### src/rtl/cbuf_fmt_pkg.sv
// CBUF acquisition word format shared between the DDR3 writer and the readout parser:
// tag codes, header marker and header field bit positions.
package cbuf_fmt_pkg;

  localparam int TAG_W     = 4;
  localparam int PAY_W     = 128;
  localparam int WORD_W    = TAG_W + PAY_W;
  localparam int LANE_W    = 16;
  localparam int NUM_LANES = PAY_W / LANE_W;

  localparam logic [TAG_W-1:0] FILL_HDR = 4'd1;
  localparam logic [TAG_W-1:0] WFM_HDR  = 4'd2;
  localparam logic [TAG_W-1:0] DATA     = 4'd3;
  localparam logic [TAG_W-1:0] CKSUM    = 4'd4;

  localparam logic [1:0] HDR_MARK     = 2'b01;
  localparam int         HDR_MARK_LSB = 126;

  // Fill header fields
  localparam int FILL_NUM_LSB   = 0;
  localparam int FILL_NUM_W     = 24;
  localparam int FILL_TYPE_LSB  = 24;
  localparam int FILL_TYPE_W    = 2;
  localparam int NUM_BURSTS_LSB = 27;
  localparam int NUM_BURSTS_W   = 14;
  localparam int BURST_ADR_LSB  = 53;
  localparam int BURST_ADR_W    = 23;
  localparam int PRE_TRIG_LSB   = 88;
  localparam int PRE_TRIG_W     = 16;
  localparam int CHAN_TAG_LSB   = 110;
  localparam int CHAN_TAG_W     = 12;

  // Waveform header fields
  localparam int WFM_NB_LSB   = 0;
  localparam int XADC_LSB     = 110;
  localparam int XADC_W       = 4;
  localparam int WFM_FLAG_BIT = 114;

  typedef enum logic [1:0] {
    S_IDLE  = 2'd0,
    S_WHDR  = 2'd1,
    S_DATA  = 2'd2,
    S_CKSUM = 2'd3
  } state_e;

  function automatic logic hdr_marked(input logic [PAY_W-1:0] pay);
    return pay[HDR_MARK_LSB +: 2] == HDR_MARK;
  endfunction

endpackage

### src/rtl/cbuf_lane_unpack.sv
// Splits a 128-bit data payload into eight ADC samples and flags lanes whose
// upper bits are not a sign extension of the sample.
module cbuf_lane_unpack
  import cbuf_fmt_pkg::*;
#(
  parameter int SAMPLE_W = 12
) (
  input  logic [PAY_W-1:0]              payload_i,
  output logic [NUM_LANES*SAMPLE_W-1:0] smp_o,
  output logic [NUM_LANES-1:0]          sext_err_o
);

  localparam int EXT_W = LANE_W - SAMPLE_W;

  always_comb begin
    smp_o      = '0;
    sext_err_o = '0;
    for (int i = 0; i < NUM_LANES; i++) begin
      smp_o[i*SAMPLE_W +: SAMPLE_W] = payload_i[i*LANE_W +: SAMPLE_W];
      sext_err_o[i] = payload_i[i*LANE_W + SAMPLE_W +: EXT_W]
                      != {EXT_W{payload_i[i*LANE_W + SAMPLE_W - 1]}};
    end
  end

endmodule

### src/rtl/cbuf_readout_parser.sv
// Receive-side parser for the CBUF word stream: header decode, sample unpack,
// XOR checksum recomputation and error flagging.
module cbuf_readout_parser
  import cbuf_fmt_pkg::*;
#(
  parameter int SAMPLE_W = 12,
  parameter int ERRCNT_W = 16
) (
  input  logic                          clk,
  input  logic                          rst,
  input  logic [WORD_W-1:0]             in_dat,
  input  logic                          in_valid,
  output logic                          in_ready,
  output logic [FILL_NUM_W-1:0]         fill_num,
  output logic [FILL_TYPE_W-1:0]        fill_type,
  output logic [NUM_BURSTS_W-1:0]       num_bursts,
  output logic [BURST_ADR_W-1:0]        burst_adr,
  output logic [PRE_TRIG_W-1:0]         pre_trig,
  output logic [CHAN_TAG_W-1:0]         channel_tag,
  output logic [XADC_W-1:0]             xadc_alarms,
  output logic                          hdr_valid,
  output logic [NUM_LANES*SAMPLE_W-1:0] smp_dat,
  output logic                          smp_valid,
  input  logic                          smp_ready,
  output logic                          fill_done,
  output logic                          cksum_ok,
  output logic                          err_tag,
  output logic                          err_sext,
  output logic [ERRCNT_W-1:0]           err_count
);

  localparam int SMP_W = NUM_LANES * SAMPLE_W;

  state_e                  state_q, state_d;
  logic [PAY_W-1:0]        chk_q, chk_d;
  logic [NUM_BURSTS_W-1:0] cnt_q, cnt_d;
  logic [FILL_NUM_W-1:0]   fill_num_q, fill_num_d;
  logic [FILL_TYPE_W-1:0]  fill_type_q, fill_type_d;
  logic [NUM_BURSTS_W-1:0] num_bursts_q, num_bursts_d;
  logic [BURST_ADR_W-1:0]  burst_adr_q, burst_adr_d;
  logic [PRE_TRIG_W-1:0]   pre_trig_q, pre_trig_d;
  logic [CHAN_TAG_W-1:0]   chan_tag_q, chan_tag_d;
  logic [XADC_W-1:0]       xadc_q, xadc_d;
  logic [SMP_W-1:0]        smp_dat_q, smp_dat_d;
  logic                    smp_valid_q, smp_valid_d;
  logic                    hdr_valid_q, hdr_valid_d;
  logic                    fill_done_q, fill_done_d;
  logic                    cksum_ok_q, cksum_ok_d;
  logic                    err_tag_q, err_tag_d;
  logic                    err_sext_q, err_sext_d;
  logic [ERRCNT_W-1:0]     err_cnt_q, err_cnt_d;

  logic [TAG_W-1:0]        tag;
  logic [PAY_W-1:0]        pay;
  logic                    accept;
  logic                    is_fill;
  logic                    take_fill;
  logic [SMP_W-1:0]        unp_smp;
  logic [NUM_LANES-1:0]    unp_sext;
  logic [ERRCNT_W:0]       err_sum;

  assign tag     = in_dat[WORD_W-1 -: TAG_W];
  assign pay     = in_dat[PAY_W-1:0];
  // The output register only throttles input while data words are being forwarded
  assign in_ready = !rst && ((state_q != S_DATA) || !smp_valid_q || smp_ready);
  assign accept  = in_valid && in_ready;
  assign is_fill = (tag == FILL_HDR) && hdr_marked(pay);

  cbuf_lane_unpack #(
    .SAMPLE_W (SAMPLE_W)
  ) u_unpack (
    .payload_i  (pay),
    .smp_o      (unp_smp),
    .sext_err_o (unp_sext)
  );

  always_comb begin
    state_d      = state_q;
    chk_d        = chk_q;
    cnt_d        = cnt_q;
    fill_num_d   = fill_num_q;
    fill_type_d  = fill_type_q;
    num_bursts_d = num_bursts_q;
    burst_adr_d  = burst_adr_q;
    pre_trig_d   = pre_trig_q;
    chan_tag_d   = chan_tag_q;
    xadc_d       = xadc_q;
    smp_dat_d    = smp_dat_q;
    smp_valid_d  = smp_valid_q && !smp_ready;
    hdr_valid_d  = 1'b0;
    fill_done_d  = 1'b0;
    cksum_ok_d   = 1'b0;
    err_tag_d    = 1'b0;
    err_sext_d   = 1'b0;
    take_fill    = 1'b0;

    if (accept) begin
      case (state_q)
        S_IDLE: begin
          if (is_fill) take_fill = 1'b1;
          else         err_tag_d = 1'b1;
        end
        S_WHDR: begin
          if (tag == WFM_HDR && hdr_marked(pay)) begin
            chk_d       = chk_q ^ pay;
            xadc_d      = pay[XADC_LSB +: XADC_W];
            hdr_valid_d = 1'b1;
            err_tag_d   = (pay[WFM_NB_LSB +: NUM_BURSTS_W] != num_bursts_q) || !pay[WFM_FLAG_BIT];
            cnt_d       = num_bursts_q;
            state_d     = (num_bursts_q == '0) ? S_CKSUM : S_DATA;
          end else begin
            err_tag_d = 1'b1;
            take_fill = is_fill;
            state_d   = S_IDLE;
          end
        end
        S_DATA: begin
          if (tag == DATA) begin
            chk_d       = chk_q ^ pay;
            smp_dat_d   = unp_smp;
            smp_valid_d = 1'b1;
            err_sext_d  = |unp_sext;
            cnt_d       = cnt_q - NUM_BURSTS_W'(1);
            if (cnt_q == NUM_BURSTS_W'(1)) state_d = S_CKSUM;
          end else begin
            err_tag_d = 1'b1;
            take_fill = is_fill;
            state_d   = S_IDLE;
          end
        end
        S_CKSUM: begin
          if (tag == CKSUM) begin
            fill_done_d = 1'b1;
            cksum_ok_d  = (pay == chk_q);
          end else begin
            err_tag_d = 1'b1;
            take_fill = is_fill;
          end
          state_d = S_IDLE;
        end
        default: state_d = S_IDLE;
      endcase
    end

    // A fill header seen while abandoning a fill starts the next fill directly
    if (take_fill) begin
      fill_num_d   = pay[FILL_NUM_LSB   +: FILL_NUM_W];
      fill_type_d  = pay[FILL_TYPE_LSB  +: FILL_TYPE_W];
      num_bursts_d = pay[NUM_BURSTS_LSB +: NUM_BURSTS_W];
      burst_adr_d  = pay[BURST_ADR_LSB  +: BURST_ADR_W];
      pre_trig_d   = pay[PRE_TRIG_LSB   +: PRE_TRIG_W];
      chan_tag_d   = pay[CHAN_TAG_LSB   +: CHAN_TAG_W];
      chk_d        = pay;
      state_d      = S_WHDR;
    end

    err_sum   = {1'b0, err_cnt_q} + (ERRCNT_W+1)'(err_tag_d) + (ERRCNT_W+1)'(err_sext_d);
    err_cnt_d = err_sum[ERRCNT_W] ? {ERRCNT_W{1'b1}} : err_sum[ERRCNT_W-1:0];
  end

  always_ff @(posedge clk) begin
    if (rst) begin
      state_q      <= S_IDLE;
      chk_q        <= '0;
      cnt_q        <= '0;
      fill_num_q   <= '0;
      fill_type_q  <= '0;
      num_bursts_q <= '0;
      burst_adr_q  <= '0;
      pre_trig_q   <= '0;
      chan_tag_q   <= '0;
      xadc_q       <= '0;
      smp_dat_q    <= '0;
      smp_valid_q  <= 1'b0;
      hdr_valid_q  <= 1'b0;
      fill_done_q  <= 1'b0;
      cksum_ok_q   <= 1'b0;
      err_tag_q    <= 1'b0;
      err_sext_q   <= 1'b0;
      err_cnt_q    <= '0;
    end else begin
      state_q      <= state_d;
      chk_q        <= chk_d;
      cnt_q        <= cnt_d;
      fill_num_q   <= fill_num_d;
      fill_type_q  <= fill_type_d;
      num_bursts_q <= num_bursts_d;
      burst_adr_q  <= burst_adr_d;
      pre_trig_q   <= pre_trig_d;
      chan_tag_q   <= chan_tag_d;
      xadc_q       <= xadc_d;
      smp_dat_q    <= smp_dat_d;
      smp_valid_q  <= smp_valid_d;
      hdr_valid_q  <= hdr_valid_d;
      fill_done_q  <= fill_done_d;
      cksum_ok_q   <= cksum_ok_d;
      err_tag_q    <= err_tag_d;
      err_sext_q   <= err_sext_d;
      err_cnt_q    <= err_cnt_d;
    end
  end

  assign fill_num    = fill_num_q;
  assign fill_type   = fill_type_q;
  assign num_bursts  = num_bursts_q;
  assign burst_adr   = burst_adr_q;
  assign pre_trig    = pre_trig_q;
  assign channel_tag = chan_tag_q;
  assign xadc_alarms = xadc_q;
  assign hdr_valid   = hdr_valid_q;
  assign smp_dat     = smp_dat_q;
  assign smp_valid   = smp_valid_q;
  assign fill_done   = fill_done_q;
  assign cksum_ok    = cksum_ok_q;
  assign err_tag     = err_tag_q;
  assign err_sext    = err_sext_q;
  assign err_count   = err_cnt_q;

endmodule

### config.mk
export PLATFORM = sky130hd
export DESIGN_NAME = cbuf_readout_parser
export DESIGN_NICKNAME = d
export VERILOG_FILES = /design/src/rtl/cbuf_fmt_pkg.sv /design/src/rtl/cbuf_lane_unpack.sv /design/src/rtl/cbuf_readout_parser.sv
export SDC_FILE = /design/constraint.sdc
export NUM_CORES = 1
export LEC_CHECK = 0
export ABC_AREA = 0
export ABC_CLOCK_PERIOD_IN_PS = 6700
export BUFFER_PORTS_ARGS = -buffer_cell sky130_fd_sc_hd__buf_2
export CAP_MARGIN = 40
export CORE_AREA = 2 2 245 174
export DETAILED_ROUTE_END_ITERATION = 7
export DIE_AREA = 0 0 247 176
export GPL_TIMING_DRIVEN = 0
export PLACE_DENSITY = 0.69
export SLEW_MARGIN = 25
export SYNTH_ARGS = -nofsm -noshare
export SYNTH_HDL_FRONTEND = slang
export SYNTH_SLANG_ARGS = --single-unit
### constraint.sdc
create_clock -name clk -period 6.7 [get_ports clk]
set_clock_uncertainty 0.05 [all_clocks]
set_input_delay 0.335 -clock clk [delete_from_list [all_inputs] [get_ports clk]]
set_output_delay 0.335 -clock clk [all_outputs]
set_load 0.005 [all_outputs]
==> flow_summary.json <==
{
  "clockBufferDepth": 3,
  "syn_inst": 2022,
  "avgSynthCellArea_um2": 8.059,
  "path_clk_slew_ns": 0.07,
  "required_ns": 7.11,
  "fmax_ghz": 0.2080,
  "die_area_um2": 43470,
  "core.rowCount": 62,
  "grt_overflow_total": 0,
  "criticalPathCategory": "reg2reg",
  "fp.dieW_um": 247,
  "fill_cells": 3897,
  "fin_area_um2": 20110,
  "first_pass_iters": 6,
  "cts_resized": 0,
  "final_common_cell": "nand2_1",
  "syn-cell-area_um2": 16290,
  "antenna_found_initial": 9,
  "drive_gt1_share_pct": 21.71,
  "start_util_pct": 39.86,
  "dieHeight_um": 176,
  "holdWs_ns": 0.03992,
  "ios": 350,
  "p_total_mw": 4.761,
  "fin_crit_sh_pct": 71.77,
  "hold_buffers": 0,
  "synth-seq-area-share_pct": 43.86,
  "antenna_left": 0,
  "use_met1_pct": 37.86,
  "htree_levels": 2,
  "rsz0062_at_grt": "no",
  "async_flop_share_pct": 0,
  "drt_iter0_drc": 1596,
  "grt_use_met2_pct": 41.33,
  "cts_tree": "done",
  "startpoint_type": "flop",
  "insertion_delay_ns": 0.55,
  "synth_area_leaders": "dfxtp_1 (44%), nand2_1 (9.4%), xnor2_1 (5.6%), a2111oi_0 (5.2%), a31o_2 (5.2%)",
  "track_usage_pct": 27.24,
  "slew_violations": 0,
  "max-slew-margin-rel_pct": 41.30,
  "status": "finished, final reports clean",
  "yosysWarnings": 0,
  "vias": 16780,
  "synth_flop_cell": "dfxtp_1",
  "dp.cells": 2899,
  "drv_cap": 0,
  "grt_pass1_wl_um": 90020,
  "gp_congestion": 0.9633,
  "via_per_inst": 5.629,
  "ys_types": 51,
  "grt_max_degree": 16,
  "irDropWorstVdd_uv": 147.0,
  "syn_to_final_growth_pct": 23.39,
  "use_met3_pct": 5.761,
  "synth_top_cell_area_share_pct": 43.86,
  "syn_nets": 2162,
  "hold_viol_final": 0,
  "power_density_nw_per_um2": 236.8,
  "postCtsSetupRepairBufs": 0,
  "yosys.area.top_type": "dfxtp_1",
  "numCtsBuffers": 38,
  "avgRoutedWirePerCell_um": 20.80,
  "clock-sinks": 357,
  "cts_root_buf": "clkbuf_16",
  "setup_violations": 0,
  "post_dp_cell_area_um2": 18680,
  "busiest_layer": "met2",
  "wl_um": 62010,
  "final_cells": 2981,
  "mostFrequentLayoutCells": "nand2_1 (409), dfxtp_1 (357), buf_2 (349), a21oi_1 (159), nor2_1 (140)",
  "critPathMaxFanout": 10,
  "fin_nets": 2537,
  "fin_crit_ns": 4.808,
  "crit_arrival_ns": 5.22,
  "first_global_vias": 15020,
  "worstMarginPinSlew_ns": 0.8805,
  "synth-seq-cells": 357,
  "core_um2": 40880,
  "r2r_setup_slack_ns": 1.89,
  "io_buffers": 328,
  "p_leak_nw": 7.677,
  "drcViolationCount": 0,
  "fin_tns_setup_ns": 0,
  "crit_path_end_kind": "flop",
  "synth-edff-count": 0,
  "hp-class": "in2reg",
  "hpwl_um": 47300
}
[worst paths after layout]
kind                    start             to  cells after the start
setup / recovery   state_q[0]  err_count[11]                     15
hold / removal     in_dat[22]   fill_num[22]                      3
setup reg to reg   state_q[0]  err_count[11]                     15
hold reg to reg   smp_dat[81]    smp_dat[81]                      2
[state kept, by name, summed over array words and instances (netlist names)]
register and cells:
pre_trig 16, channel_tag 12, num_bursts 14, err_count 16, fill_num 24, cnt_q 14, state_q 2, xadc_alarms 4
hdr_valid 1, smp_dat 96, burst_adr 23, fill_done 1, chk_q 128, cksum_ok 1, err_sext 1, err_tag 1
fill_type 2, smp_valid 1
[stage by stage]
stage	setup WS [ns]	util (%)
finish	1.892	49.18
floorplan	3.099	-
global route	1.479	49.16
CTS	1.919	49.08
global placement	1.544	45.54
detailed placement	1.971	45.68
[per-layer routing]
layer  vias to the layer above  share of wire, %  routed length [um]
met5                         -             0.044                  27
met3                       130               9.7                6009
met4                         4               3.6                2261
met1                      8009                43               26770
met2                       820                43               26950
li1                       7816                 -                   -
[area by class of cell]
cell class                      count  area (um2)  share of cell area (%)
Tap cell                          544       680.7                   3.385
Antenna cell                       10       25.02                  0.1245
Sequential cell                   357        7147                   35.55
Clock buffer                       52        1127                   5.607
Clock inverter                     18       261.5                   1.301
Multi-Input combinational cell   1406        8122                   40.39
Inverter                          105       394.1                   1.960
Buffer                            154       634.4                   3.155
Timing Repair Buffer              335        1714                   8.526
[cell usage after synthesis (3+ instances only)]
master and number:
dfxtp_1 357, mux2i_1 4, and3_1 19, o22ai_1 5, a31o_2 96, o21ai_0 126
a21oi_1 159, buf_2 21, buf_1 15, o31ai_1 4, ha_1 3, nand4_1 37
a21o_1 4, nand2b_1 5, a32o_1 13, a31oi_1 5, nor3_1 6, xor2_1 43
inv_1 105, nor2b_1 3, a211oi_1 7, and2_1 6, o21a_1 9, nor2_1 141
a311oi_1 9, nand2_1 409, clkbuf_1 112, a22o_1 6, xnor2_1 105, a2111oi_1 4
buf_4 4, nand3_1 23, nor4_1 28, or4_1 10, a2111oi_0 97
[where the power goes]
group | switching, mW | internal [mW] | leakage, nW
logic | 0.202 | 0.0782 | 4.13
registers | 0.00480 | 2.13 | 2.88
clock network | 0.929 | 1.42 | 0.672
total | 1.14 | 3.63 | 7.68
[kinds of logic after synthesis]
logic type | after synthesis | share of synthesized area (%)
mux | 4 | 0.2457
simple gates | 699 | 18.41
buf+inv | 259 | 6.312
fa+ha+maj | 4 | 0.3533
xor+xnor | 148 | 7.955
compound gates | 551 | 22.87
flops | 357 | 43.86
[critical path, stage by stage, from the launching register on]
cell,delay (ns)
dfxtp_1,0.31
clkbuf_1,0.29
nand4bb_1,0.26
nand2_1,0.23
nor2_2,0.41
buf_6,0.23
clkbuf_1,0.39
o31ai_1,0.23
fa_1,0.44
inv_1,0.08
ha_1,0.20
nand3_1,0.10
nor4_1,0.72
nand3_1,0.29
clkbuf_1,0.30
a21oi_1,0.19
Power figures use the tool's default switching activity.
